`src/rtl/dmem_arbiter_if.sv`:
```
// Bundle of the pipeline, debug and memory-side signals around the data-memory arbiter.
// The slave modport is the arbiter's view; master is the view of requesters plus memory.
interface dmem_arbiter_if #(
    parameter int AW = 32,
    parameter int DW = 32
);
    logic          pipe_req;
    logic          pipe_we;
    logic [AW-1:0] pipe_addr;
    logic [DW-1:0] pipe_wdata;
    logic [DW-1:0] pipe_rdata;
    logic          pipe_done;
    logic          pipe_stall;

    logic          dbg_req;
    logic          dbg_we;
    logic [AW-1:0] dbg_addr;
    logic [DW-1:0] dbg_wdata;
    logic [DW-1:0] dbg_rdata;
    logic          dbg_done;

    logic          mem_en;
    logic          mem_we;
    logic [AW-1:0] mem_addr;
    logic [DW-1:0] mem_wdata;
    logic [DW-1:0] mem_rdata;

    modport slave (
        input  pipe_req, pipe_we, pipe_addr, pipe_wdata,
        output pipe_rdata, pipe_done, pipe_stall,
        input  dbg_req, dbg_we, dbg_addr, dbg_wdata,
        output dbg_rdata, dbg_done,
        output mem_en, mem_we, mem_addr, mem_wdata,
        input  mem_rdata
    );

    modport master (
        output pipe_req, pipe_we, pipe_addr, pipe_wdata,
        input  pipe_rdata, pipe_done, pipe_stall,
        output dbg_req, dbg_we, dbg_addr, dbg_wdata,
        input  dbg_rdata, dbg_done,
        input  mem_en, mem_we, mem_addr, mem_wdata,
        output mem_rdata
    );
endinterface

```
`src/rtl/dmem_arbiter.sv`:
```
// Shares one fixed-latency data-memory port between the pipeline MEM stage and the debug port.
// Pipe has priority; a starve counter hands every (STARVE_MAX+1)-th contended grant to debug.
module dmem_arbiter #(
    parameter int AW         = 32,
    parameter int DW         = 32,
    parameter int LAT        = 2,
    parameter int STARVE_MAX = 3
) (
    input  logic            clk,
    input  logic            rst,
    dmem_arbiter_if.slave   bus
);
    localparam int CW = 4;
    localparam int SW = (STARVE_MAX < 1) ? 1 : $clog2(STARVE_MAX + 1);

    typedef enum logic [1:0] {S_IDLE, S_ACCESS, S_DONE} state_t;
    typedef enum logic [1:0] {OWN_NONE, OWN_PIPE, OWN_DBG} owner_t;

    state_t         r_state;
    state_t         w_state_nxt;
    owner_t         r_owner;
    logic [CW-1:0]  r_cnt;
    logic [SW-1:0]  r_starve_cnt;
    logic           r_mem_en;
    logic           r_mem_we;
    logic [AW-1:0]  r_mem_addr;
    logic [DW-1:0]  r_mem_wdata;
    logic [DW-1:0]  r_pipe_rdata;
    logic [DW-1:0]  r_dbg_rdata;
    logic           r_pipe_done;
    logic           r_dbg_done;
    logic           w_grant_pipe;
    logic           w_grant_dbg;
    logic           w_finish;
    logic           w_dbg_starved;

    assign w_dbg_starved = bus.dbg_req && (r_starve_cnt == SW'(STARVE_MAX));

    always_ff @(posedge clk) begin
        if (rst) begin
            r_state <= S_IDLE;
        end else begin
            r_state <= w_state_nxt;
        end
    end

    // NOTE: every signal driven here gets its default first so no path leaves one unassigned (no latch).
    always_comb begin
        w_state_nxt  = r_state;
        w_grant_pipe = 1'b0;
        w_grant_dbg  = 1'b0;
        w_finish     = 1'b0;
        case (r_state)
            S_IDLE: begin
                if (w_dbg_starved) begin
                    w_grant_dbg = 1'b1;
                end else if (bus.pipe_req) begin
                    w_grant_pipe = 1'b1;
                end else if (bus.dbg_req) begin
                    w_grant_dbg = 1'b1;
                end
                if (w_grant_pipe || w_grant_dbg) begin
                    w_state_nxt = S_ACCESS;
                end
            end
            S_ACCESS: begin
                if (r_cnt == '0) begin
                    w_finish    = 1'b1;
                    w_state_nxt = S_DONE;
                end
            end
            S_DONE:  w_state_nxt = S_IDLE;
            default: w_state_nxt = S_IDLE;
        endcase
    end

    // NOTE: sequential state uses non-blocking assignments so every register sees pre-edge values.
    always_ff @(posedge clk) begin
        if (rst) begin
            r_owner      <= OWN_NONE;
            r_cnt        <= '0;
            r_starve_cnt <= '0;
            r_mem_en     <= 1'b0;
            r_mem_we     <= 1'b0;
            r_mem_addr   <= '0;
            r_mem_wdata  <= '0;
            r_pipe_rdata <= '0;
            r_dbg_rdata  <= '0;
            r_pipe_done  <= 1'b0;
            r_dbg_done   <= 1'b0;
        end else begin
            r_pipe_done <= w_finish && (r_owner == OWN_PIPE);
            r_dbg_done  <= w_finish && (r_owner == OWN_DBG);

            if (w_grant_pipe) begin
                r_owner     <= OWN_PIPE;
                r_mem_en    <= 1'b1;
                r_mem_we    <= bus.pipe_we;
                r_mem_addr  <= bus.pipe_addr;
                r_mem_wdata <= bus.pipe_wdata;
                r_cnt       <= CW'(LAT - 1);
                if (!bus.dbg_req) begin
                    r_starve_cnt <= '0;
                end else if (r_starve_cnt != SW'(STARVE_MAX)) begin
                    r_starve_cnt <= r_starve_cnt + 1'b1;
                end
            end else if (w_grant_dbg) begin
                r_owner      <= OWN_DBG;
                r_mem_en     <= 1'b1;
                r_mem_we     <= bus.dbg_we;
                r_mem_addr   <= bus.dbg_addr;
                r_mem_wdata  <= bus.dbg_wdata;
                r_cnt        <= CW'(LAT - 1);
                r_starve_cnt <= '0;
            end

            if (r_state == S_ACCESS && r_cnt != '0) begin
                r_cnt <= r_cnt - 1'b1;
            end

            // Writes leave the owner's rdata register untouched.
            if (w_finish) begin
                r_mem_en <= 1'b0;
                if (!r_mem_we && r_owner == OWN_PIPE) begin
                    r_pipe_rdata <= bus.mem_rdata;
                end
                if (!r_mem_we && r_owner == OWN_DBG) begin
                    r_dbg_rdata <= bus.mem_rdata;
                end
            end

            if (r_state == S_DONE) begin
                r_owner <= OWN_NONE;
            end
        end
    end

    assign bus.mem_en     = r_mem_en;
    assign bus.mem_we     = r_mem_we;
    assign bus.mem_addr   = r_mem_addr;
    assign bus.mem_wdata  = r_mem_wdata;
    assign bus.pipe_rdata = r_pipe_rdata;
    assign bus.pipe_done  = r_pipe_done;
    assign bus.dbg_rdata  = r_dbg_rdata;
    assign bus.dbg_done   = r_dbg_done;
    assign bus.pipe_stall = bus.pipe_req & ~r_pipe_done;
endmodule

```
`src/flat_wrapper.sv`:
```
// flat-port wrapper written by rule: the top's interface ports become plain ports
module dmem_arbiter_flat 
#(
    parameter int AW         = 32,
    parameter int DW         = 32,
    parameter int LAT        = 2,
    parameter int STARVE_MAX = 3
)
  (clk, rst, bus_pipe_req, bus_pipe_we, bus_pipe_addr, bus_pipe_wdata, bus_pipe_rdata, bus_pipe_done, bus_pipe_stall, bus_dbg_req, bus_dbg_we, bus_dbg_addr, bus_dbg_wdata, bus_dbg_rdata, bus_dbg_done, bus_mem_en, bus_mem_we, bus_mem_addr, bus_mem_wdata, bus_mem_rdata);
  dmem_arbiter_if #(.AW(AW), .DW(DW)) bus_i ();
  input  logic clk;
  input  logic rst;
  input wire logic [$bits(bus_i.pipe_req)-1:0] bus_pipe_req;
  input wire logic [$bits(bus_i.pipe_we)-1:0] bus_pipe_we;
  input wire logic [$bits(bus_i.pipe_addr)-1:0] bus_pipe_addr;
  input wire logic [$bits(bus_i.pipe_wdata)-1:0] bus_pipe_wdata;
  output wire logic [$bits(bus_i.pipe_rdata)-1:0] bus_pipe_rdata;
  output wire logic [$bits(bus_i.pipe_done)-1:0] bus_pipe_done;
  output wire logic [$bits(bus_i.pipe_stall)-1:0] bus_pipe_stall;
  input wire logic [$bits(bus_i.dbg_req)-1:0] bus_dbg_req;
  input wire logic [$bits(bus_i.dbg_we)-1:0] bus_dbg_we;
  input wire logic [$bits(bus_i.dbg_addr)-1:0] bus_dbg_addr;
  input wire logic [$bits(bus_i.dbg_wdata)-1:0] bus_dbg_wdata;
  output wire logic [$bits(bus_i.dbg_rdata)-1:0] bus_dbg_rdata;
  output wire logic [$bits(bus_i.dbg_done)-1:0] bus_dbg_done;
  output wire logic [$bits(bus_i.mem_en)-1:0] bus_mem_en;
  output wire logic [$bits(bus_i.mem_we)-1:0] bus_mem_we;
  output wire logic [$bits(bus_i.mem_addr)-1:0] bus_mem_addr;
  output wire logic [$bits(bus_i.mem_wdata)-1:0] bus_mem_wdata;
  input wire logic [$bits(bus_i.mem_rdata)-1:0] bus_mem_rdata;
  assign bus_i.pipe_req = bus_pipe_req;
  assign bus_i.pipe_we = bus_pipe_we;
  assign bus_i.pipe_addr = bus_pipe_addr;
  assign bus_i.pipe_wdata = bus_pipe_wdata;
  assign bus_pipe_rdata = bus_i.pipe_rdata;
  assign bus_pipe_done = bus_i.pipe_done;
  assign bus_pipe_stall = bus_i.pipe_stall;
  assign bus_i.dbg_req = bus_dbg_req;
  assign bus_i.dbg_we = bus_dbg_we;
  assign bus_i.dbg_addr = bus_dbg_addr;
  assign bus_i.dbg_wdata = bus_dbg_wdata;
  assign bus_dbg_rdata = bus_i.dbg_rdata;
  assign bus_dbg_done = bus_i.dbg_done;
  assign bus_mem_en = bus_i.mem_en;
  assign bus_mem_we = bus_i.mem_we;
  assign bus_mem_addr = bus_i.mem_addr;
  assign bus_mem_wdata = bus_i.mem_wdata;
  assign bus_i.mem_rdata = bus_mem_rdata;
  dmem_arbiter #(.AW(AW), .DW(DW), .LAT(LAT), .STARVE_MAX(STARVE_MAX)) u_core (.clk(clk), .rst(rst), .bus(bus_i));
endmodule
```
`config.mk`:
```
export PLATFORM = sky130hd
export DESIGN_NAME = dmem_arbiter_flat
export DESIGN_NICKNAME = d
export VERILOG_FILES = /design/src/rtl/dmem_arbiter_if.sv /design/src/rtl/dmem_arbiter.sv /design/src/flat_wrapper.sv
export SDC_FILE = /design/constraint.sdc
export NUM_CORES = 1
export LEC_CHECK = 0
export ABC_AREA = 1
export CELL_PAD_IN_SITES_DETAIL_PLACEMENT = 0
export CELL_PAD_IN_SITES_GLOBAL_PLACEMENT = 1
export CORE_UTILIZATION = 29
export CTS_CLUSTER_DIAMETER = 50
export DETAILED_ROUTE_END_ITERATION = 8
export GPL_TIMING_DRIVEN = 0
export PLACE_DENSITY_LB_ADDON = 0.1
export SLEW_MARGIN = 10
export SYNTH_ARGS = -nofsm -noshare
export SYNTH_HDL_FRONTEND = slang
export SYNTH_SLANG_ARGS = --single-unit
```
`constraint.sdc`:
```
create_clock -name clk -period 1.7 [get_ports clk]
set_input_delay 0.34 -clock clk [delete_from_list [all_inputs] [get_ports clk]]
set_output_delay 0.34 -clock clk [all_outputs]
set_load 0.005 [all_outputs]
```
==> metrics.md, run 1 <==
| Metric | Value |
|---|---|
| Worst setup path start | `u_core.bus.mem_wdata[31]` |
| # rows | `55` |
| CP required | `1.36 ns` |
| Comb pwr share | `0.262` |
| Drt via density | `4.33` |
| Setup crit end kind | `output port` |
| Tot GR Track Use | `0.198` |
| Area Growth Syn to Fin | `59.8%` |
| Critical Path Start Type | `flip-flop` |
| Design area | `roughly 0.011 mm2` |
| Io pins | `299` |
| Power per cell area | `969 mW/mm2` |
| Worst R2R End | `u_core.bus.mem_addr[26]` |
| Vias | `7253` |
| Worst path max stage delay | `0.56 ns` |
| Leading cell types in the layout, fill and taps excluded | `clkdlybuf4s50_1 (289), nand2_1 (238), inv_1 (175)` |
| Layout cells sized above 1 | `0.0750` |
| Cts hold-fix bufs | `0` |
| Final RePlAce weighted congestion | `~0.77` |
| Clock tree sinks | `142` |
| Static leakage | `between 5 and 6 nW` |
| RSZ-0062 raised after global routing | `true` |
| Slew HR | `0.649` |
| Largest net degree at the start of global routing | `20` |
| Antenna viol nets, final | `0` |
| Routed WL per cell | `14.1 um` |
| Critical path class | `reg -> out` |
| Crit path to | `bus_mem_wdata[31]` |
| Least-Margin Pin Slew | `0.527 ns` |
| Final Util | `0.478` |
| Fin Hold WS | `0.475 ns` |
| Later-pin clock latency in the skew report | `0.43 ns` |
| Final WL | `23600 um` |
| Fin. max-slew vios | `0` |
| Max VDD drop | `approximately 420 uV` |
| Syn_area_per_cell | `6.63 um2` |
| Congestion Overflow GR | `0` |
| Maximum achievable frequency | `around 610 MHz` |
| Syn Std Cell Area | `0.00683 mm2` |
| Crit. path cell count | `1` |
| Outcome | `completed` |
| Final WS setup | `0.0480 ns` |
| Delay-heaviest family, CP | `buffers and inverters` |
| Die Wd | `155 um` |
| Min-delay worst type | `reg -> reg` |
| CTS tree | `done` |
| Area of the multi-input gates | `between 0.002 and 0.003 mm2` |
| Max-Cap Viols | `0` |
| Reg power frac | `0.363` |
| Reg area | `0.00285 mm2` |
| DRC viols | `0` |
| Final Skew | `~0.013 ns` |
| Worst Path Buf+Inv | `1` |
| Nets | `1515` |
| Initial antenna violation count | `3` |
| Critical-path cell list | `clkdlybuf4s50_1` |
| Ys Warns | `0` |
| Ys async rst share | `0` |
| Worst r2r src | `u_core.r_starve_cnt[0]` |
| Crit path DAT | `1.31 ns` |
| Port bufs | `297` |
| Seq cells post-synth | `142` |
| Setup violators final | `0` |
| CP max stage cell | `clkdlybuf4s50_1` |
| Filler Cell Count | `between 2000 and 2500` |
| Hpwl dp | `18000 um` |
| Reg2Reg Depth | `7` |
| Iter 0 DRT Violations | `245` |
| Chip height | `roughly 160 um` |
| Sequential area share after synthesis | `0.416` |
| Initial core utilization | `0.299` |
| Clk root buf | `clkbuf_16` |
| Post-synth EDFFs | `0` |
| Post-synth cell types | `26` |
| Final Critical Period | `1.65 ns` |
| Core area | `0.0228 mm2` |
| TritonRoute pass-1 iters | `4` |
| DIE AREA | `0.0242 mm2` |
| Setup slack on the worst flop-to-flop path | `0.12 ns` |
| Psw | `3.16 mW` |
| Most common cell after layout, fill and taps aside | `clkdlybuf4s50_1` |
| Cts bufs inserted | `17` |
| Worst Path Max Fanout | `2` |
| Final hold vios | `0` |
| Synth Instances | `between 1000 and 1500` |
| Clock H-tree levels | `4` |
| Primary FF master, synth | `dfxtp_1` |
| First-pass GRT wire length | `about 37000 um` |
| Reg clk slew, reported paths | `0.06 ns` |
| Final Power | `10.6 mW` |
| DP Worst Slack | `-0.523 ns` |
| Vias in the first global route | `6937` |
| Tcrit/Tclk final | `0.972` |
| Clock tree buffer depth | `2` |
| Switching fraction of total power | `0.298` |
| Post-place instance area | `0.0102 mm2` |
| Pint | `7.43 mW` |
| Post-Synthesis Net Count | `1198` |
| Clock power frac | `0.375` |
[worst min-delay path by stage]
stage	start	endpoint	slack [ns]	cells past startpoint
2_1_floorplan	u_core.r_starve_cnt[0]	u_core.r_starve_cnt[0]	0.44	2
3_3_place_gp	u_core.r_starve_cnt[1]	u_core.r_starve_cnt[1]	0.46	2
3_5_place_dp	u_core.r_starve_cnt[1]	u_core.r_starve_cnt[1]	0.46	2
4_1_cts	u_core.r_starve_cnt[1]	u_core.r_starve_cnt[1]	0.47	2
5_1_grt	u_core.r_starve_cnt[1]	u_core.r_starve_cnt[1]	0.49	2
6_report	u_core.r_starve_cnt[1]	u_core.r_starve_cnt[1]	0.48	2
[cells in the mapped netlist (2+ instances only)]
cell type / count / area (um2)
a21oi_1: 74 / 370
buf_1: 7 / 26.3
buf_2: 27 / 135
buf_4: 2 / 15.0
buf_6: 6 / 67.6
clkbuf_1: 31 / 116
dfxtp_1: 142 / 2840
ha_1: 2 / 25.0
inv_1: 176 / 661
inv_2: 3 / 11.3
nand2_1: 239 / 897
nand3_1: 72 / 360
nand3b_1: 32 / 240
nand4_1: 66 / 413
nor2_1: 134 / 503
nor2_4: 3 / 33.8
nor4_1: 2 / 12.5
o21ai_0: 4 / 20.0
[sequential cells by signal (all words and copies together), names as in the netlist]
signal                 cells
u_core.bus.mem_wdata      32
u_core.bus.mem_we          1
u_core.r_starve_cnt        2
u_core.bus.pipe_done       1
u_core.r_cnt               4
u_core.bus.dbg_done        1
u_core.bus.mem_addr       32
u_core.r_state             2
u_core.bus.pipe_rdata     32
u_core.r_owner             2
u_core.bus.mem_en          1
u_core.bus.dbg_rdata      32
[layout make-up]
cell class | count | share of cell area
diodes | 1 | 0.000229
flip-flops and latches | 142 | 0.261
inverters | 179 | 0.0615
well taps | 313 | 0.0359
plain buffers | 71 | 0.0370
multi-input cells | 636 | 0.273
repair buffers | 300 | 0.275
clock buffers | 18 | 0.0402
clock inverters | 14 | 0.0164
[cells by family (layout without fill, tap and decap cells)]
family	after synthesis	count (layout)	share of synthesized area
AOI/OAI and AO/OA	80	80	0.0606
xor gates and xnor gates	1	1	0.00128
adders and majority gates	2	2	0.00366
buffers and inverters	252	582	0.151
DFF	142	142	0.416
other	0	1	0
and+or+nand+nor	553	553	0.367
[routing by layer]
| metal | GRT usage | wire, um |
|---|---|---|
| met4 | 0.0565 | 285 |
| met1 | 0.232 | 10300 |
| met5 | 0 | 26 |
| met3 | 0.0694 | 1910 |
| met2 | 0.339 | 11100 |
[power by group through the flow]
| stage | sequential (mW) | combinational, mW | clock (mW) |
|---|---|---|---|
| floorplan | 3.92 | 1.29 | 0 |
| global placement | 3.90 | 2.77 | 0 |
| detailed placement | 3.91 | 2.76 | 0 |
| CTS | 3.84 | 2.78 | 4.06 |
| global route | 3.88 | 3.11 | 4.21 |
| finish | 3.84 | 2.78 | 3.97 |
[timing repair]
item                       4_1_cts  5_1_grt
gates resized for setup         18       36
setup endpoints to repair       89      110
buffers inserted                 2        1
pin swaps                        1        1
[through the flow]
step	std cells	TNS [ns]
2_1_floorplan	1030	0
3_3_place_gp	1640	-43.12
3_5_place_dp	1640	-45.90
4_1_cts	1673	-0.121
5_1_grt	1673	-0.0158
6_report	1674	0
Note: power is estimated with default switching activity, not from simulation.
==> run 2: changes to the inputs <==
Settings changed: CELL_PAD_IN_SITES_DETAIL_PLACEMENT 0 to not set, CELL_PAD_IN_SITES_GLOBAL_PLACEMENT 1 to not set, CORE_UTILIZATION 29 to 43, PLACE_DENSITY set to 0.82, PLACE_DENSITY_LB_ADDON 0.1 to not set.
==> run 2 against run 1 <==
Utilization up 22 points. Combinational power about the same. Via count up 4.4%. First-iteration DRC count up 42%. Clock power down 2%. Register-to-register slack worse by 0.02 ns. Routed wire length down 3.3%.
==> metrics.md, run 2 (synthesis results as in run 1) <==
| Metric | Value |
|---|---|
| Setup slack on the worst flop-to-flop path | `0.10 ns` |
| Final Critical Period | `1.66 ns` |
| TritonRoute pass-1 iters | `5` |
| Least-Margin Pin Slew | `0.495 ns` |
| Outcome | `completed` |
| Worst r2r src | `u_core.r_starve_cnt[0]` |
| Power per cell area | `between 900 and 1000 mW/mm2` |
| Chip height | `128 um` |
| Psw | `3.13 mW` |
| Hpwl dp | `around 17000 um` |
| Maximum achievable frequency | `603 MHz` |
| Worst path max stage delay | `between 0.5 and 0.6 ns` |
| Crit path to | `bus_mem_wdata[22]` |
| Worst Path Max Fanout | `2` |
| Iter 0 DRT Violations | `349` |
| Clock power frac | `0.371` |
| Clock tree buffer depth | `2` |
| Die Wd | `about 130 um` |
| Fin. max-slew vios | `0` |
| Slew HR | `0.670` |
| Vias in the first global route | `7400` |
| Final RePlAce weighted congestion | `0.917` |
| Delay-heaviest family, CP | `buffers and inverters` |
| Reg clk slew, reported paths | `0.06 ns` |
| Later-pin clock latency in the skew report | `0.43 ns` |
| # diodes | `0` |
| CP max stage cell | `clkdlybuf4s50_1` |
| Reg2Reg Depth | `9` |
| Routed WL per cell | `14.5 um` |
| Vias | `7571` |
| Antenna viol nets, final | `0` |
| Core area | `0.0154 mm2` |
| Worst hold path depth | `5` |
| Worst setup path start | `u_core.bus.mem_wdata[22]` |
| # rows | `45` |
| Comb pwr share | `0.263` |
| Placed cell count | `1538` |
| Max VDD drop | `693 uV` |
| Clk root buf | `clkbuf_16` |
| Pint | `7.37 mW` |
| Final Skew | `approximately 0.0056 ns` |
| Critical Path Start Type | `flip-flop` |
| Switching fraction of total power | `0.298` |
| Area Growth Syn to Fin | `57.4%` |
| DRC viols | `0` |
| Worst R2R End | `u_core.bus.mem_wdata[11]` |
| Reg power frac | `0.366` |
| CTS tree | `done` |
| Cts hold-fix bufs | `0` |
| Static leakage | `between 5 and 6 nW` |
| Layout cells sized above 1 | `0.0699` |
| Crit. path cell count | `1` |
| Clock H-tree levels | `4` |
| Cts bufs inserted | `17` |
| Setup crit end kind | `output port` |
| Max-Cap Viols | `0` |
| Min-delay worst type | `in -> reg` |
| DIE AREA | `0.0164 mm2` |
| Fin Hold WS | `0.443 ns` |
| Drt via density | `between 4 and 5` |
| Most common cell after layout, fill and taps aside | `clkdlybuf4s50_1` |
| Io pins | `299` |
| Post-route insts no fill | `around 1600` |
| Critical-path cell list | `clkdlybuf4s50_1` |
| Clock tree sinks | `between 100 and 150` |
| Final hold vios | `0` |
| Crit path DAT | `1.32 ns` |
| Setup violators final | `0` |
| First-pass GRT wire length | `35600 um` |
| Initial antenna violation count | `0` |
| CP required | `1.36 ns` |
| Critical path class | `reg -> out` |
| Port bufs | `297` |
| Worst Path Buf+Inv | `1` |
| Initial core utilization | `0.444` |
| Leading cell types in the layout, fill and taps excluded | `clkdlybuf4s50_1 (291), nand2_1 (238), inv_1 (176)` |
| Tot GR Track Use | `0.279` |
| Largest net degree at the start of global routing | `17` |
| Final WL | `22800 um` |
| RSZ-0062 raised after global routing | `false` |
| Tcrit/Tclk final | `0.976` |
| Congestion Overflow GR | `0` |
| Nets | `1515` |
## run 2: changes by cell type in the layout (fill, tap and decap cells not counted), sizes merged
cell	change
diode	-1
dlymetal6s2s	-1
clkinvlp	+1
dlygate4sd2	-1
clkbuf	-1
clkdlybuf4s50	+2
clkinv	+1
inv	-1
## run 2: stage by stage
stage	setup WS [ns]	setup TNS [ns]	util	cell area [um2]	total power, mW
floorplan	0.298	0	-	6830	5.22
global placement	-0.456	-35.38	0.655	10100	6.58
detailed placement	-0.482	-34.65	0.655	10100	6.62
CTS	0.00339	0	0.697	10700	10.5
global route	0.00172	0	0.699	10800	11.0
finish	0.0404	0	0.699	10800	10.5
## run 2: worst min-delay path by stage
stage | startpoint | end
floorplan | u_core.r_starve_cnt[0] | u_core.r_starve_cnt[0]
global placement | u_core.r_starve_cnt[0] | u_core.r_starve_cnt[0]
detailed placement | u_core.r_starve_cnt[1] | u_core.r_starve_cnt[1]
CTS | bus_pipe_req | u_core.r_state[0]
global route | bus_pipe_req | u_core.r_state[0]
finish | bus_pipe_req | u_core.r_state[0]
## run 2: layout make-up
type,instances,area [um2]
plain buffers,72,390
clock buffers,17,425
clock inverters,15,186
fillers,1283,4620
inverters,179,672
multi-input cells,636,2980
flip-flops and latches,142,2850
well taps,211,264
repair buffers,299,2990
## run 2: power by group through the flow
stage	Combinational (mW)	Sequential (mW)	Clock, mW
floorplan	1.29	3.92	0
global placement	2.68	3.90	0
detailed placement	2.71	3.91	0
CTS	2.75	3.84	3.91
global route	3.04	3.88	4.06
finish	2.76	3.85	3.89
## run 2: timing repair
action                                  in CTS  in global routing
pin swaps                                    1                  1
setup buffers                                2                  0
endpoints found under the setup margin      40                115
gates resized for setup                     13                 22
## run 2: metal layers
metal,routed length [um],up-vias,global-route usage
met1,8640,3364,0.291
met4,786,0,0.137
met3,1990,60,0.0947
met2,11400,316,0.500
met5,0,-,0
li1,-,3831,-
==> run 3: changes to the inputs <==
Settings changed: REMOVE_ABC_BUFFERS set to 1.
Clock period 1.7 ns to 1.55 ns, I/O delays scaled along.
==> run 3 against run 2 <==
Global-route usage grew 3.4 points. Power increased by 14%. Utilization increased by 2.3 points. Clock-buffer cell count rose by 5. Clock power increased by 11%.
==> metrics.md, run 3 (synthesis results as in run 1) <==
| Metric | Value |
|---|---|
| Worst r2r src | `u_core.r_cnt[3]` |
| Area Growth Syn to Fin | `62.6%` |
| Reg2Reg Depth | `8` |
| Tcrit/Tclk final | `0.955` |
| Reg power frac | `0.352` |
| Comb pwr share | `0.289` |
| # rows | `45` |
| Initial core utilization | `0.444` |
| Congestion Overflow GR | `0` |
| CP required | `1.90 ns` |
| DRC viols | `0` |
| Iter 0 DRT Violations | `513` |
| Tot GR Track Use | `0.313` |
| Hold endpoint | `u_core.r_state[0]` |
| Most common cell after layout, fill and taps aside | `nand2_1` |
| Leading cell types in the layout, fill and taps excluded | `nand2_1 (236), inv_1 (174), clkdlybuf4s50_1 (162)` |
| Chip height | `around 130 um` |
| Setup_tns | `0 ns` |
| Routed WL per cell | `approximately 17 um` |
| Clock H-tree levels | `4` |
| Setup crit end kind | `flip-flop` |
| CTS tree | `done` |
| Critical Path Start Type | `flip-flop` |
| Worst path max stage delay | `0.36 ns` |
| Switching fraction of total power | `0.299` |
| Critical-path cell list | `nor2_4 > nand2_4 > nor2_4 > buf_12 > nand2_8 > nand2_1 > nand2_1 > nor2_1` |
| Fin. max-slew vios | `0` |
| Crit path DAT | `1.83 ns` |
| Clk root buf | `clkbuf_16` |
| Pint | `8.42 mW` |
| Final WL | `26200 um` |
| Vias in the first global route | `7600` |
| Die Wd | `128 um` |
| Drt via density | `~5` |
| Outcome | `completed` |
| Largest net degree at the start of global routing | `76` |
| Worst hold path depth | `2` |
| Final Critical Period | `1.48 ns` |
| Min-delay worst type | `in -> reg` |
| Worst Path Buf+Inv | `1` |
| Core area | `0.0154 mm2` |
| Least-Margin Pin Slew | `between 0.6 and 0.7 ns` |
| Worst Path Max Fanout | `32` |
| Max-Cap Viols | `0` |
| Nets | `approximately 1500` |
| First-pass GRT wire length | `39400 um` |
| Final RePlAce weighted congestion | `0.795` |
| Final Skew | `around 0.011 ns` |
| Worst R2R End | `u_core.bus.dbg_rdata[29]` |
| Reg clk slew, reported paths | `0.06 ns` |
| DP Worst Slack | `-1.48 ns` |
| DIE AREA | `~0.016 mm2` |
| Max VDD drop | `727 uV` |
| Vias | `7939` |
| Setup violators final | `0` |
| Filler Cell Count | `1242` |
| Static leakage | `5.74 nW` |
| Maximum achievable frequency | `~680 MHz` |
| TritonRoute pass-1 iters | `5` |
| CP max stage cell | `dfxtp_1` |
| Power per cell area | `1080 mW/mm2` |
| Final hold vios | `0` |
| Clock tree buffer depth | `2` |
| Initial antenna violation count | `2` |
| Psw | `3.58 mW` |
| Final Util | `0.723` |
| Antenna viol nets, final | `0` |
| Setup slack on the worst flop-to-flop path | `0.07 ns` |
| Later-pin clock latency in the skew report | `0.42 ns` |
| Io pins | `299` |
| Clock power frac | `0.360` |
| Critical path class | `reg -> reg` |
| Clock tree sinks | `142` |
| Hpwl dp | `between 10000 and 15000 um` |
| Final WS setup | `0.0704 ns` |
| Cts hold-fix bufs | `0` |
| Cts bufs inserted | `17` |
| Slew HR | `0.592` |
| Layout cells sized above 1 | `0.0859` |
| Delay-heaviest family, CP | `simple AND/OR/NAND/NOR gates` |
| Port bufs | `298` |
| Min-delay src | `rst` |
-- run 3: changes by cell type in the layout (fill, tap and decap cells not counted), moves of 6 or more --
cell	previous run	this run
buf_1	6	0
buf_12	0	14
buf_2	21	0
buf_4	5	19
clkbuf_1	21	4
clkbuf_2	9	1
clkdlybuf4s50_1	291	162
dfxtp_1	140	130
dfxtp_2	2	11
dlygate4sd2_1	3	128
-- run 3: per-layer routing --
metal  global-route usage  vias to the layer above  wire length (um)
li1                     -                     3813                 -
met1                0.337                     3642              9720
met2                0.529                      397             12600
met3                0.117                       87              2830
met4                0.177                        0              1080
met5                    0                        -                 0
-- run 3: worst max-delay path by stage --
| stage | endpoint | depth (start not counted) | start | slack (ns) |
|---|---|---|---|---|
| 2_1_floorplan | u_core.bus.mem_addr[0] | 7 | u_core.r_starve_cnt[0] | -2.05 |
| 3_3_place_gp | u_core.bus.mem_wdata[4] | 6 | bus_pipe_req | -4.93 |
| 3_5_place_dp | u_core.bus.mem_addr[24] | 7 | bus_pipe_req | -1.48 |
| 4_1_cts | bus_pipe_rdata[6] | 1 | u_core.bus.pipe_rdata[6] | 0.0009 |
| 5_1_grt | u_core.bus.dbg_rdata[29] | 8 | u_core.r_cnt[3] | -0.02 |
| 6_report | u_core.bus.dbg_rdata[29] | 8 | u_core.r_cnt[3] | 0.07 |
-- run 3: area by class of cell --
type / instances / area [um2] / share of cell area
Sequential cell: 142 / 2860 / 0.258
Antenna cell: 2 / 5.00 / 0.000451
Clock buffer: 22 / 454 / 0.0409
Tap cell: 211 / 264 / 0.0238
Multi-Input combinational cell: 647 / 3230 / 0.291
Timing Repair Buffer: 337 / 3430 / 0.309
Timing Repair inverter: 1 / 16.3 / 0.00146
Inverter: 179 / 688 / 0.0620
Clock inverter: 10 / 163 / 0.0146
-- run 3: timing repair --
action,in CTS,in global routing
resized for setup,170,17
gates cloned,13,1
pin swaps,8,6
setup buffers,23,9
endpoints found under the setup margin,268,127
-- run 3: worst reg2reg max path, stage by stage (launching register included) --
cell and delay [ns]:
dfxtp_1 0.36, nor2_4 0.21, nand2_4 0.11, nor2_4 0.15, buf_12 0.13, nand2_8 0.15
nand2_1 0.10, nand2_1 0.06, nor2_1 0.15
-- run 3: power groups by stage --
| stage | Combinational [mW] | Sequential [mW] | Clock, mW |
|---|---|---|---|
| 6_report | 3.46 | 4.22 | 4.32 |
| 5_1_grt | 3.76 | 4.26 | 4.49 |
| 4_1_cts | 3.31 | 4.21 | 4.35 |
| 3_5_place_dp | 2.98 | 4.28 | 0 |
| 3_3_place_gp | 2.86 | 4.26 | 0 |
| 2_1_floorplan | 1.27 | 4.30 | 0 |
-- run 3: stage by stage --
step / hold slack, ns / cells / power (mW) / area [um2]
floorplan: 0.379 / 957 / 5.57 / 6470
global placement: 0.460 / 1466 / 7.13 / 9720
detailed placement: 0.468 / 1471 / 7.25 / 9860
CTS: 0.345 / 1539 / 11.9 / 10900
global route: 0.378 / 1551 / 12.5 / 11100
finish: 0.367 / 1551 / 12.0 / 11100
